[config.mk]
export PLATFORM = sky130hd
export DESIGN_NAME = serial_adder_flat
export DESIGN_NICKNAME = d
export VERILOG_FILES = /design/src/rtl/serial_adder_pkg.sv /design/src/rtl/serial_adder_if.sv /design/src/rtl/serial_adder_fa_cell.sv /design/src/rtl/serial_adder.sv /design/src/flat_wrapper.sv
export SDC_FILE = /design/constraint.sdc
export NUM_CORES = 1
export LEC_CHECK = 0
export CAP_MARGIN = 20
export CORE_ASPECT_RATIO = 0.9
export CORE_MARGIN = 4
export CORE_UTILIZATION = 40
export CTS_CLUSTER_SIZE = 40
export DETAILED_ROUTE_END_ITERATION = 12
export PLACE_DENSITY = 0.72
export SYNTH_ARGS = -nofsm -noshare
export SYNTH_HDL_FRONTEND = slang
export SYNTH_HIERARCHICAL = 1
export SYNTH_SLANG_ARGS = --single-unit
export TNS_END_PERCENT = 1
[constraint.sdc]
create_clock -name clk -period 3.6 [get_ports clk]
set_input_delay 1.08 -clock clk [delete_from_list [all_inputs] [get_ports clk]]
set_output_delay 1.08 -clock clk [all_outputs]
set_load 0.01 [all_outputs]
[src/rtl/serial_adder_pkg.sv]
// Shared types and constants for the bit-serial adder.
// Optional feature macro: SERIAL_ADDER_OVF_EN (adds the signed-overflow flag).
package serial_adder_pkg;

  typedef enum logic [1:0] {
    IDLE = 2'd0,
    RUN  = 2'd1,
    DONE = 2'd2
  } state_t;

  localparam int SA_WIDTH_DEFAULT = 8;

  // Bit counter must reach WIDTH-1 without wrapping, even for WIDTH=1.
  function automatic int cnt_width(input int w);
    return $clog2(w) + 1;
  endfunction

endpackage

[src/rtl/serial_adder_if.sv]
// Operand/result handshake bundle for serial_adder.
// Optional feature macro: SERIAL_ADDER_OVF_EN (adds the ovf signal).
interface serial_adder_if #(
  parameter int WIDTH = 8
);
  logic             in_valid;
  logic             in_ready;
  logic [WIDTH-1:0] a;
  logic [WIDTH-1:0] b;
  logic             cin;
  logic             out_valid;
  logic             out_ready;
  logic [WIDTH-1:0] sum;
  logic             cout;
`ifdef SERIAL_ADDER_OVF_EN
  logic             ovf;

  modport master (
    output in_valid, a, b, cin, out_ready,
    input  in_ready, out_valid, sum, cout, ovf
  );

  modport slave (
    input  in_valid, a, b, cin, out_ready,
    output in_ready, out_valid, sum, cout, ovf
  );
`else
  modport master (
    output in_valid, a, b, cin, out_ready,
    input  in_ready, out_valid, sum, cout
  );

  modport slave (
    input  in_valid, a, b, cin, out_ready,
    output in_ready, out_valid, sum, cout
  );
`endif
endinterface

[src/rtl/serial_adder_fa_cell.sv]
// Single-bit full-adder slice used once per RUN cycle by serial_adder.
module fa_cell (
  input  logic a,
  input  logic b,
  input  logic c,
  output logic sum,
  output logic carry
);

  assign sum   = a ^ b ^ c;
  assign carry = (a & b) | (b & c) | (c & a);

endmodule

[src/rtl/serial_adder.sv]
// Bit-serial adder: one full-adder slice, LSB first, one bit per clock.
// Optional feature macro: SERIAL_ADDER_OVF_EN (signed-overflow flag on bus.ovf).
module serial_adder
  import serial_adder_pkg::*;
#(
  parameter int WIDTH = SA_WIDTH_DEFAULT
) (
  input logic           clk,
  input logic           rst,
  serial_adder_if.slave bus
);

  localparam int CW = cnt_width(WIDTH);

  state_t           state_q;
  state_t           state_d;
  logic [WIDTH-1:0] sh_a;
  logic [WIDTH-1:0] sh_b;
  logic             carry_q;
  logic [CW-1:0]    cnt_q;
  logic [WIDTH-1:0] sum_q;
  logic [WIDTH-1:0] sum_shift;
  logic             cout_q;
  logic             s_bit;
  logic             c_bit;
  logic             accept;
  logic             last_bit;

  fa_cell u_fa (
    .a     (sh_a[0]),
    .b     (sh_b[0]),
    .c     (carry_q),
    .sum   (s_bit),
    .carry (c_bit)
  );

  assign accept   = (state_q == IDLE) && bus.in_valid;
  assign last_bit = (state_q == RUN) && (cnt_q == CW'(WIDTH - 1));

  // Sum bits enter at the MSB so bit 0 lands in sum_q[0] after WIDTH shifts.
  generate
    if (WIDTH == 1) begin : g_sum_w1
      assign sum_shift = s_bit;
    end else begin : g_sum_wn
      assign sum_shift = {s_bit, sum_q[WIDTH-1:1]};
    end
  endgenerate

  always_ff @(posedge clk) begin
    if (rst) begin
      state_q <= IDLE;
    end else begin
      state_q <= state_d;
    end
  end

  always_comb begin
    state_d = state_q;
    case (state_q)
      IDLE:    if (bus.in_valid)  state_d = RUN;
      RUN:     if (last_bit)      state_d = DONE;
      DONE:    if (bus.out_ready) state_d = IDLE;
      default: state_d = IDLE;
    endcase
  end

  always_comb begin
    bus.in_ready  = (state_q == IDLE);
    bus.out_valid = (state_q == DONE);
  end

  // Operand shifters and running carry: loaded on accept, shifted in RUN.
  always_ff @(posedge clk) begin
    if (accept) begin
      sh_a    <= bus.a;
      sh_b    <= bus.b;
      carry_q <= bus.cin;
    end else if (state_q == RUN) begin
      sh_a    <= sh_a >> 1;
      sh_b    <= sh_b >> 1;
      carry_q <= c_bit;
    end
  end

  // Visible result and bit counter; reset aborts any in-flight add.
  always_ff @(posedge clk) begin
    if (rst) begin
      cnt_q  <= '0;
      sum_q  <= '0;
      cout_q <= 1'b0;
    end else if (accept) begin
      cnt_q <= '0;
    end else if (state_q == RUN) begin
      cnt_q <= cnt_q + CW'(1);
      sum_q <= sum_shift;
      if (last_bit) begin
        cout_q <= c_bit;
      end
    end
  end

  assign bus.sum  = sum_q;
  assign bus.cout = cout_q;

`ifdef SERIAL_ADDER_OVF_EN
  logic ovf_q;

  // Carry into the MSB slice is carry_q while the last bit is processed.
  always_ff @(posedge clk) begin
    if (rst) begin
      ovf_q <= 1'b0;
    end else if (last_bit) begin
      ovf_q <= carry_q ^ c_bit;
    end
  end

  assign bus.ovf = ovf_q;
`endif

endmodule
[src/flat_wrapper.sv]
// flat-port wrapper written by rule: the top's interface ports become plain ports
module serial_adder_flat import serial_adder_pkg::*;
#(
  parameter int WIDTH = SA_WIDTH_DEFAULT
)
  (clk, rst, bus_in_valid, bus_a, bus_b, bus_cin, bus_out_ready, bus_in_ready, bus_out_valid, bus_sum, bus_cout);
  serial_adder_if #(.WIDTH(WIDTH)) bus_i ();
  input logic clk;
  input logic rst;
  input wire logic [$bits(bus_i.in_valid)-1:0] bus_in_valid;
  input wire logic [$bits(bus_i.a)-1:0] bus_a;
  input wire logic [$bits(bus_i.b)-1:0] bus_b;
  input wire logic [$bits(bus_i.cin)-1:0] bus_cin;
  input wire logic [$bits(bus_i.out_ready)-1:0] bus_out_ready;
  output wire logic [$bits(bus_i.in_ready)-1:0] bus_in_ready;
  output wire logic [$bits(bus_i.out_valid)-1:0] bus_out_valid;
  output wire logic [$bits(bus_i.sum)-1:0] bus_sum;
  output wire logic [$bits(bus_i.cout)-1:0] bus_cout;
  assign bus_i.in_valid = bus_in_valid;
  assign bus_i.a = bus_a;
  assign bus_i.b = bus_b;
  assign bus_i.cin = bus_cin;
  assign bus_i.out_ready = bus_out_ready;
  assign bus_in_ready = bus_i.in_ready;
  assign bus_out_valid = bus_i.out_valid;
  assign bus_sum = bus_i.sum;
  assign bus_cout = bus_i.cout;
  serial_adder #(.WIDTH(WIDTH)) u_core (.clk(clk), .rst(rst), .bus(bus_i));
endmodule
==> flow_summary.toml, run 1 <==
[placement]
place_hpwl_um = 1640
finalWeightedCongestion = 0.705
place.detailed.instances = 179
io_buffer_count = 31

[global_route]
grt_max_degree = 18
grt_pass1_vias = 898
groute.usage.overall_pct = 12.6
wire_length_of_the_first_global_routing_pass_um = 4040
initial_antenna_violation_count = 0
grt_remaining_overflow = 0

[setup_path]
critPathSlowestCell = "sky130_fd_sc_hd__clkdlybuf4s50_1"
worst_r2r_endpoint = "u_core/cnt_q[3]"
reg2reg_from = "u_core/state_q[0]"
path_cells = "nor2b_1 > clkdlybuf4s50_1"
r2r_setup_slack_ns = 2.07
r2r_cells = 3
timing.critical_path.arrival_ns = 1.46
critical_path.endpoint_type = "output pin"
startpoint = "u_core/state_q[1]"
cp.depth = 2
cp.required_ns = 2.52
critical_path_class = "reg2out"
critical_path.max_fanout = 6
critical_path.max_stage_delay_ns = 0.56
critical_path.endpoint = "bus_out_valid"
crit_path_start_kind = "flop"
cp.buffers_inverters = 1
cp_top_family = "buffers and inverters"

[synthesis]
yosys.area.top_type = "sky130_fd_sc_hd__edfxtp_1"
synthDistinctLibCells = 26
post_synth_main_area_contributors = "sky130_fd_sc_hd__edfxtp_1, sky130_fd_sc_hd__dfxtp_1, sky130_fd_sc_hd__mux2_2"
synth.avg_cell_area_um2 = 12.3
synth_instances = 108
synth.cell_area_um2 = 1330
ys_seq_elements = 32
synth_sequential_area_ratio_pct = 61.2
synthDominantCellAreaShare_pct = 38.5
yosysWarnings = 6
synth.net_count = 131

[power_and_ir_drop]
power_per_cell_area_nw_per_um2 = 456
worst_ir_drop_vdd_v = 0.000238
final_total_pwr_mw = 0.808
power_leakage_nw = 0.628

[detailed_routing]
drt_pass1_iterations = 4
drc_errors = 0
drtIter0Drc = 38
routed_via_density = 4.71
route.detailed.wl_per_inst_um = 12.4
detail_route.wirelength_um = 2320
detailroute.via_count = 880
drt.antenna.violating_nets = 0

[floorplan]
std_cell_core_area_um2 = 3110
floorplan.io_pins = 32
row_count = 19
overall_die_height_um = 62.6
starting_density_of_the_core_pct = 42.5
die-area_um2 = 4300
die_width_um = 68.7

[run_status]
status = "complete, no violations"

[cells_and_area]
post_layout_nonfiller_instances = 187
area_growth_pct = 33.8
antennaDiodeCount = 0
post_route_cells_drive_above_1_share_pct = 18.6
seq_area_um2 = 811
multi_input_comb_area_um2 = 477
layout.nets = 167
layout.filler_cells = 285

[sta]
timing.final.crit_period_ns = 2.54
setup_repair_after_global_routing_missed_its_margin = "false"
final-setup-viol-count = 0
maxSlewViolCount = 0
tns_ns = 0
post-route-period-util_pct = 70.6
timing.hold.ws_ns = 0.468
final_hold_viol_count = 0
max_freq_mhz = 393
tightest_slew_ns = 0.746
maxSlewHeadroom_pct = 50.2
final.setup_skew_ns = 0.00425

[clocking]
cts_post_setup_buffers_inserted = 0
cts_inserted_buffers = 5
clock_latency_ns = 0.27
cts.path.max_buffers = 2
cts.sink_count = 32
cts.hold.buffers_added = 0
clock_tree_from_tritoncts = "done"
cts_htree_levels = 2
clk_pin_slew_worst_setup_hold_paths_ns = 0.07
cts.root.buffer_cell = "sky130_fd_sc_hd__clkbuf_8"
cts.repair.resized = 0

[min_path]
holdCritPathClass = "reg2reg"
hold-path-cell-count = 2

[flow_run]
max-cap-violations = 0
## cells in the mapped netlist (all sizes together)
library cell	instances
edfxtp	17
nand2	17
dfxtp	15
mux2	14
a21oi	10
buf	4
nor2	3
nor3	3
o21ai	3
and2	2
inv	2
nand2b	2
nand3b	2
nor2b	2
or3	2
a211oi	1
a2bb2oi	1
clkbuf	1
fa	1
ha	1
mux2i	1
nand3	1
nor3b	1
xnor2	1
xor2	1
## worst min-delay path by stage
stage / startpoint / to
detailed placement: u_core/bus.sum[2] / u_core/bus.sum[1]
floorplan: u_core/cnt_q[3] / u_core/cnt_q[3]
global placement: u_core/bus.sum[0] / u_core/bus.sum[0]
CTS: u_core/bus.sum[3] / u_core/bus.sum[2]
finish: u_core/bus.sum[3] / u_core/bus.sum[2]
global route: u_core/bus.sum[3] / u_core/bus.sum[2]
## report_power, final
part / switching, mW / leakage [nW] / internal (mW)
clock: 0.124 / 0.0510 / 0.152
combinational: 0.0410 / 0.287 / 0.0565
sequential: 0.0108 / 0.290 / 0.423
total: 0.176 / 0.628 / 0.632
## placed cells by master, fill, tap and decap left out, drive strengths merged, types with 2 or more instances in the layout
| master | n |
|---|---|
| a21oi | 10 |
| and2 | 2 |
| buf | 3 |
| clkbuf | 6 |
| clkdlybuf4s50 | 31 |
| clkinv | 2 |
| dfxtp | 15 |
| edfxtp | 17 |
| inv | 2 |
| mux2 | 14 |
| nand2 | 17 |
| nand2b | 2 |
| nand3b | 2 |
| nor2 | 3 |
| nor2b | 2 |
| nor3 | 3 |
| o21ai | 3 |
| or3 | 2 |
## state kept, by name, indices dropped and copies added, names as in the netlist
name and count:
u_core/bus.cout 1, u_core/bus.sum 8, u_core/carry_q 1, u_core/cnt_q 4, u_core/sh_a 8, u_core/sh_b 8, u_core/state_q 2
## metal layers
metal	track usage [%]	routed length, um	vias to the layer above
li1	-	-	450
met1	14.7	1010	409
met2	19.9	1170	19
met3	4.50	102	2
met4	5.96	27	0
met5	0	0	-
## tightest hold or removal path, cell delays in order, from the launching register on
cell and delay, ns:
sky130_fd_sc_hd__dfxtp_1 0.32, sky130_fd_sc_hd__nand2_1 0.06, sky130_fd_sc_hd__a21oi_1 0.05
## through the flow
step	setup WS, ns	utilization [%]	cell area, um2
finish	1.06	56.9	1770
global route	0.947	56.9	1770
CTS	1.04	56.9	1770
detailed placement	0.937	54.0	1680
global placement	0.950	54.0	1680
floorplan	1.07	-	1330
## kinds of logic (layout without fill, tap and decap cells)
| group | Yosys count | count (layout) | synth area share, % |
|---|---|---|---|
| AOI/OAI and AO/OA | 15 | 15 | 6.52 |
| xor gates and xnor gates | 2 | 2 | 1.32 |
| adders and majority gates | 2 | 2 | 2.46 |
| buffers and inverters | 7 | 44 | 2.83 |
| DFF | 32 | 32 | 61.2 |
| muxes | 15 | 15 | 12.7 |
| and+or+nand+nor | 35 | 35 | 13.0 |
## final cells by class
class                   count  share of cell area (%)
repair buffers             34                    18.8
clock buffers               6                    4.66
well taps                  42                    2.96
flip-flops and latches     32                    45.7
inverters                   2                   0.423
multi-input cells          69                    26.9
clock inverters             2                   0.565
No activity file was read; power rests on OpenSTA's default activity.
==> run 2: changes to the inputs <==
--- a/config.mk
+++ b/config.mk
@@ -11,7 +11,7 @@
 export CORE_UTILIZATION = 40
 export CTS_CLUSTER_SIZE = 40
 export DETAILED_ROUTE_END_ITERATION = 12
-export PLACE_DENSITY = 0.72
+export PLACE_DENSITY = 0.74
 export SYNTH_ARGS = -nofsm -noshare
 export SYNTH_HDL_FRONTEND = slang
 export SYNTH_HIERARCHICAL = 1
==> constraint.sdc (replaced) <==
create_clock -name clk -period 2.3 [get_ports clk]
set_input_delay 0.69 -clock clk [delete_from_list [all_inputs] [get_ports clk]]
set_output_delay 0.69 -clock clk [all_outputs]
set_load 0.01 [all_outputs]
==> run 2 against run 1 <==
  * Worst setup slack lost 0.92 ns
  * First-iteration DRC count grew 53%
  * Combinational power grew 68%
  * Critical endpoint unchanged
  * Via count grew 1.1%
  * Total power grew 57%
  * Sequential power grew 57%
==> flow_summary.toml, run 2 (synthesis results as in run 1) <==
[run_status]
status = "complete, no violations"

[cells_and_area]
post_route_cells_drive_above_1_share_pct = 18.6
fin_util_pct = 57.7
layout.filler_cells = 273
antennaDiodeCount = 0
most_common_cell_after_layout_fill_and_taps_aside = "sky130_fd_sc_hd__clkdlybuf4s50_1"
seq_area_um2 = 811
layout.nets = 167
multi_input_comb_area_um2 = 477
layout.cells.most_common_list = "sky130_fd_sc_hd__clkdlybuf4s50_1, sky130_fd_sc_hd__nand2_1, sky130_fd_sc_hd__edfxtp_1, sky130_fd_sc_hd__dfxtp_1, sky130_fd_sc_hd__mux2_2"
area_growth_pct = 35.7

[setup_path]
crit_path_start_kind = "flop"
critical_path.max_stage_delay_ns = 0.56
critical_path_class = "reg2out"
reg2reg_from = "u_core/state_q[0]"
critical_path.max_fanout = 6
critical_path.endpoint_type = "output pin"
path_cells = "nor2b_1 > clkdlybuf4s50_1"
r2r_cells = 3
cp.required_ns = 1.61
r2r_setup_slack_ns = 0.76
critPathSlowestCell = "sky130_fd_sc_hd__clkdlybuf4s50_1"
worst_r2r_endpoint = "u_core/cnt_q[3]"
timing.critical_path.arrival_ns = 1.47

[detailed_routing]
drt_pass1_iterations = 2
drtIter0Drc = 58
detailroute.via_count = 890
routed_via_density = 4.76
route.detailed.wl_per_inst_um = 12.2
detail_route.wirelength_um = 2280
drt.antenna.violating_nets = 0
drc_errors = 0

[floorplan]
overall_die_height_um = 62.6
std_cell_core_area_um2 = 3110
starting_density_of_the_core_pct = 42.5
floorplan.io_pins = 32
die_width_um = 68.7
row_count = 19
die-area_um2 = 4300

[placement]
place_hpwl_um = 1660
io_buffer_count = 31
finalWeightedCongestion = 0.751

[min_path]
timing.hold.worst.start = "u_core/bus.sum[0]"
holdCritPathClass = "reg2reg"
end_of_the_worst_hold_path = "u_core/bus.sum[0]"
hold-path-cell-count = 2

[clocking]
clk_pin_slew_worst_setup_hold_paths_ns = 0.06
clock_tree_from_tritoncts = "done"
cts.path.max_buffers = 2
cts.root.buffer_cell = "sky130_fd_sc_hd__clkbuf_8"
cts_post_setup_buffers_inserted = 0
clock_latency_ns = 0.27
cts_htree_levels = 2
cts.sink_count = 32
cts_inserted_buffers = 5
cts.repair.resized = 0
cts.hold.buffers_added = 0

[sta]
setup_repair_after_global_routing_missed_its_margin = "false"
post-route-period-util_pct = 94.1
maxSlewHeadroom_pct = 50.3
final.setup_skew_ns = 0.00581
final-setup-viol-count = 0
maxSlewViolCount = 0
tightest_slew_ns = 0.745
max_freq_mhz = 462
timing.final.crit_period_ns = 2.16
tns_ns = 0
final_hold_viol_count = 0

[global_route]
grt_remaining_overflow = 0
grt_max_degree = 18
initial_antenna_violation_count = 0
grt_pass1_vias = 933
groute.usage.overall_pct = 12.7
wire_length_of_the_first_global_routing_pass_um = 4090

[power_and_ir_drop]
worst_ir_drop_vdd_v = 0.000440
power_leakage_nw = 0.637
power_per_cell_area_nw_per_um2 = 704

[flow_run]
max-cap-violations = 0
==> run 2: cell counts in the layout (fill, tap and decap cells not counted) <==
Identical to the previous run, type by type.
==> run 2: where the power goes <==
part           internal (mW)  switching (mW)
combinational         0.0970          0.0665
clock                  0.238           0.184
sequential             0.662          0.0179
total                  0.997           0.268
==> run 2: area by class of cell <==
cell class | count | share of cell area, %
flip-flops and latches | 32 | 45.1
multi-input cells | 69 | 26.5
well taps | 42 | 2.92
repair buffers | 34 | 19.9
inverters | 2 | 0.418
clock inverters | 2 | 0.557
clock buffers | 6 | 4.59
==> run 2: worst max path at each step <==
stage,endpoint,startpoint,slack (ns)
final,bus_out_valid,u_core/state_q[1],0.14
after floorplan,u_core/carry_q,bus_in_valid,0.16
after global placement,u_core/sh_b[4],bus_in_valid,0.1
after global routing,bus_out_valid,u_core/state_q[1],0.05
after CTS,bus_out_valid,u_core/state_q[1],0.13
after detailed placement,u_core/sh_b[6],bus_in_valid,0.06
==> run 2: worst max-delay path: cells and delay by family (launching register included) <==
family	cells	cell delay, ns
buf+inv	1	0.56
flops	1	0.44
simple gates	1	0.21
==> run 2: metal layers <==
metal / up-vias / wire, um / share of wire, % / track usage (%)
li1: 451 / - / - / -
met1: 412 / 962 / 42 / 13.8
met2: 21 / 1190 / 52 / 21.0
met3: 6 / 80 / 3.5 / 5.04
met4: 0 / 48 / 2.1 / 6.20
met5: - / 0 / 0 / 0
==> run 2: per-stage QoR <==
stage                     std cells  cell area (um2)  worst slack (ns)  total power [mW]  hold WS (ns)
after floorplan                 108             1330             0.161             0.780         0.480
after global placement          179             1710            0.0953             0.850         0.443
after detailed placement        179             1710            0.0551             0.858         0.454
after CTS                       187             1800             0.132              1.29         0.462
after global routing            187             1800            0.0520              1.34         0.492
final                           187             1800             0.135              1.27         0.455
==> run 3: changes to the inputs <==
--- a/config.mk
+++ b/config.mk
@@ -12,6 +12,7 @@
 export CTS_CLUSTER_SIZE = 40
 export DETAILED_ROUTE_END_ITERATION = 12
 export PLACE_DENSITY = 0.74
+export RECOVER_POWER = 25
 export SYNTH_ARGS = -nofsm -noshare
 export SYNTH_HDL_FRONTEND = slang
 export SYNTH_HIERARCHICAL = 1
==> run 3 against run 2 <==
  * Sequential share of layout area grew 0.13 points
  * Critical path depth is the same
  * Worst setup slack gained 0.017 ns
  * Clock skew is essentially flat
  * Via count is the same
  * Combinational power is essentially flat
  * Hold slack is essentially flat
  * Non-clock buffer count is the same
  * Final cell count is the same
  * Critical endpoint unchanged
==> flow_summary.toml, run 3 (synthesis results as in run 1) <==
[floorplan]
overall_die_height_um = 62.6
row_count = 19
std_cell_core_area_um2 = 3110
die-area_um2 = 4300
die_width_um = 68.7
starting_density_of_the_core_pct = 42.5
floorplan.io_pins = 32

[detailed_routing]
drc_errors = 0
detail_route.wirelength_um = 2270
route.detailed.wl_per_inst_um = 12.1
drt_pass1_iterations = 4
drt.antenna.violating_nets = 0
drtIter0Drc = 53
routed_via_density = 4.76
detailroute.via_count = 890

[clocking]
cts_inserted_buffers = 5
clock_latency_ns = 0.27
clk_pin_slew_worst_setup_hold_paths_ns = 0.06
clock_tree_from_tritoncts = "done"
cts.hold.buffers_added = 0
cts.repair.resized = 0
cts.path.max_buffers = 2
cts.root.buffer_cell = "sky130_fd_sc_hd__clkbuf_8"
cts_htree_levels = 2
cts.sink_count = 32
cts_post_setup_buffers_inserted = 0

[placement]
pre_cts_ws_ns = 0.0551
finalWeightedCongestion = 0.751
io_buffer_count = 31
place_hpwl_um = 1660

[sta]
final.setup_skew_ns = 0.00570
maxSlewHeadroom_pct = 49.1
timing.hold.ws_ns = 0.455
post-route-period-util_pct = 93.4
tns_ns = 0
setup_repair_after_global_routing_missed_its_margin = "false"
final-setup-viol-count = 0
tightest_slew_ns = 0.762
final_hold_viol_count = 0
maxSlewViolCount = 0
postLayoutSetupSlackWorst_ns = 0.152
timing.final.crit_period_ns = 2.15
max_freq_mhz = 466

[setup_path]
critical_path_class = "reg2out"
critical_path.max_stage_delay_ns = 0.56
crit_path_start_kind = "flop"
critical_path.max_fanout = 6
timing.critical_path.arrival_ns = 1.46
critical_path.endpoint_type = "output pin"
path_cells = "nor2b_1 > clkdlybuf4s50_1"
cp.required_ns = 1.61
critPathSlowestCell = "sky130_fd_sc_hd__clkdlybuf4s50_1"

[flow_run]
max-cap-violations = 0

[power_and_ir_drop]
power.combinational.fraction_pct = 12.8
power.share.sequential_pct = 53.8
power.share.switching_pct = 21.2
power_per_cell_area_nw_per_um2 = 705
worst_ir_drop_vdd_v = 0.000442
power.net_switching_mw = 0.268
power_leakage_nw = 0.634
internal_power_mw = 0.997
p_clk_share_pct = 33.4

[cells_and_area]
most_common_cell_after_layout_fill_and_taps_aside = "sky130_fd_sc_hd__clkdlybuf4s50_1"
multi_input_comb_area_um2 = 472
post_route_cells_drive_above_1_share_pct = 17.9
area_growth_pct = 35.3
layout.filler_cells = 273
antennaDiodeCount = 0
layout.nets = 167
layout.cells.most_common_list = "sky130_fd_sc_hd__clkdlybuf4s50_1, sky130_fd_sc_hd__nand2_1, sky130_fd_sc_hd__edfxtp_1, sky130_fd_sc_hd__dfxtp_1, sky130_fd_sc_hd__mux2_2"
seq_area_um2 = 811
fin_util_pct = 57.6

[global_route]
wire_length_of_the_first_global_routing_pass_um = 4090
groute.usage.overall_pct = 12.7
grt_max_degree = 18
grt_remaining_overflow = 0
initial_antenna_violation_count = 0
grt_pass1_vias = 933

[min_path]
holdCritPathClass = "reg2reg"

[run_status]
status = "complete, no violations"
run 3: final timing paths:
| kind | startpoint | endpoint | slack (ns) | cells past startpoint |
|---|---|---|---|---|
| worst min-delay path | u_core/bus.sum[0] | u_core/bus.sum[0] | 0.46 | 2 |
| worst max register to register | u_core/state_q[1] | u_core/sh_b[4] | 0.66 | 3 |
| worst max-delay path | u_core/state_q[1] | bus_out_valid | 0.15 | 2 |
| worst min register to register | u_core/bus.sum[0] | u_core/bus.sum[0] | 0.46 | 2 |
run 3: power by group through the flow:
stage / Sequential, mW / Combinational [mW] / Clock [mW]
after floorplan: 0.689 / 0.0908 / 0
after global placement: 0.690 / 0.160 / 0
after detailed placement: 0.693 / 0.165 / 0
after CTS: 0.681 / 0.166 / 0.442
after global routing: 0.686 / 0.180 / 0.473
final: 0.680 / 0.162 / 0.422
run 3: cell type report:
cell class	instances	share of cell area (%)
clock buffer	6	4.61
clock inverter	2	0.558
inverter	2	0.419
multi-input combinational	69	26.3
sequential	32	45.2
tap	42	2.93
timing repair buffer	34	20.0
run 3: worst max-delay path: cells and delay by family, from the launching register on:
family / cells / cell delay [ns]
buffers and inverters: 1 / 0.56
flip-flops: 1 / 0.42
AND/OR/NAND/NOR: 1 / 0.20
run 3: through the flow:
| step | total power [mW] | instances | instance area, um2 |
|---|---|---|---|
| floorplan | 0.780 | 108 | 1330 |
| CTS | 1.29 | 187 | 1800 |
| detailed placement | 0.858 | 179 | 1710 |
| finish | 1.26 | 187 | 1790 |
| global placement | 0.850 | 179 | 1710 |
| global route | 1.34 | 187 | 1790 |
run 3: per-layer routing:
layer,vias up,part of all wire [%],global-route usage (%)
li1,452,-,-
met3,7,4.1,5.04
met5,-,0,0
met1,409,42,13.8
met2,22,51,21.0
met4,0,2.4,6.20
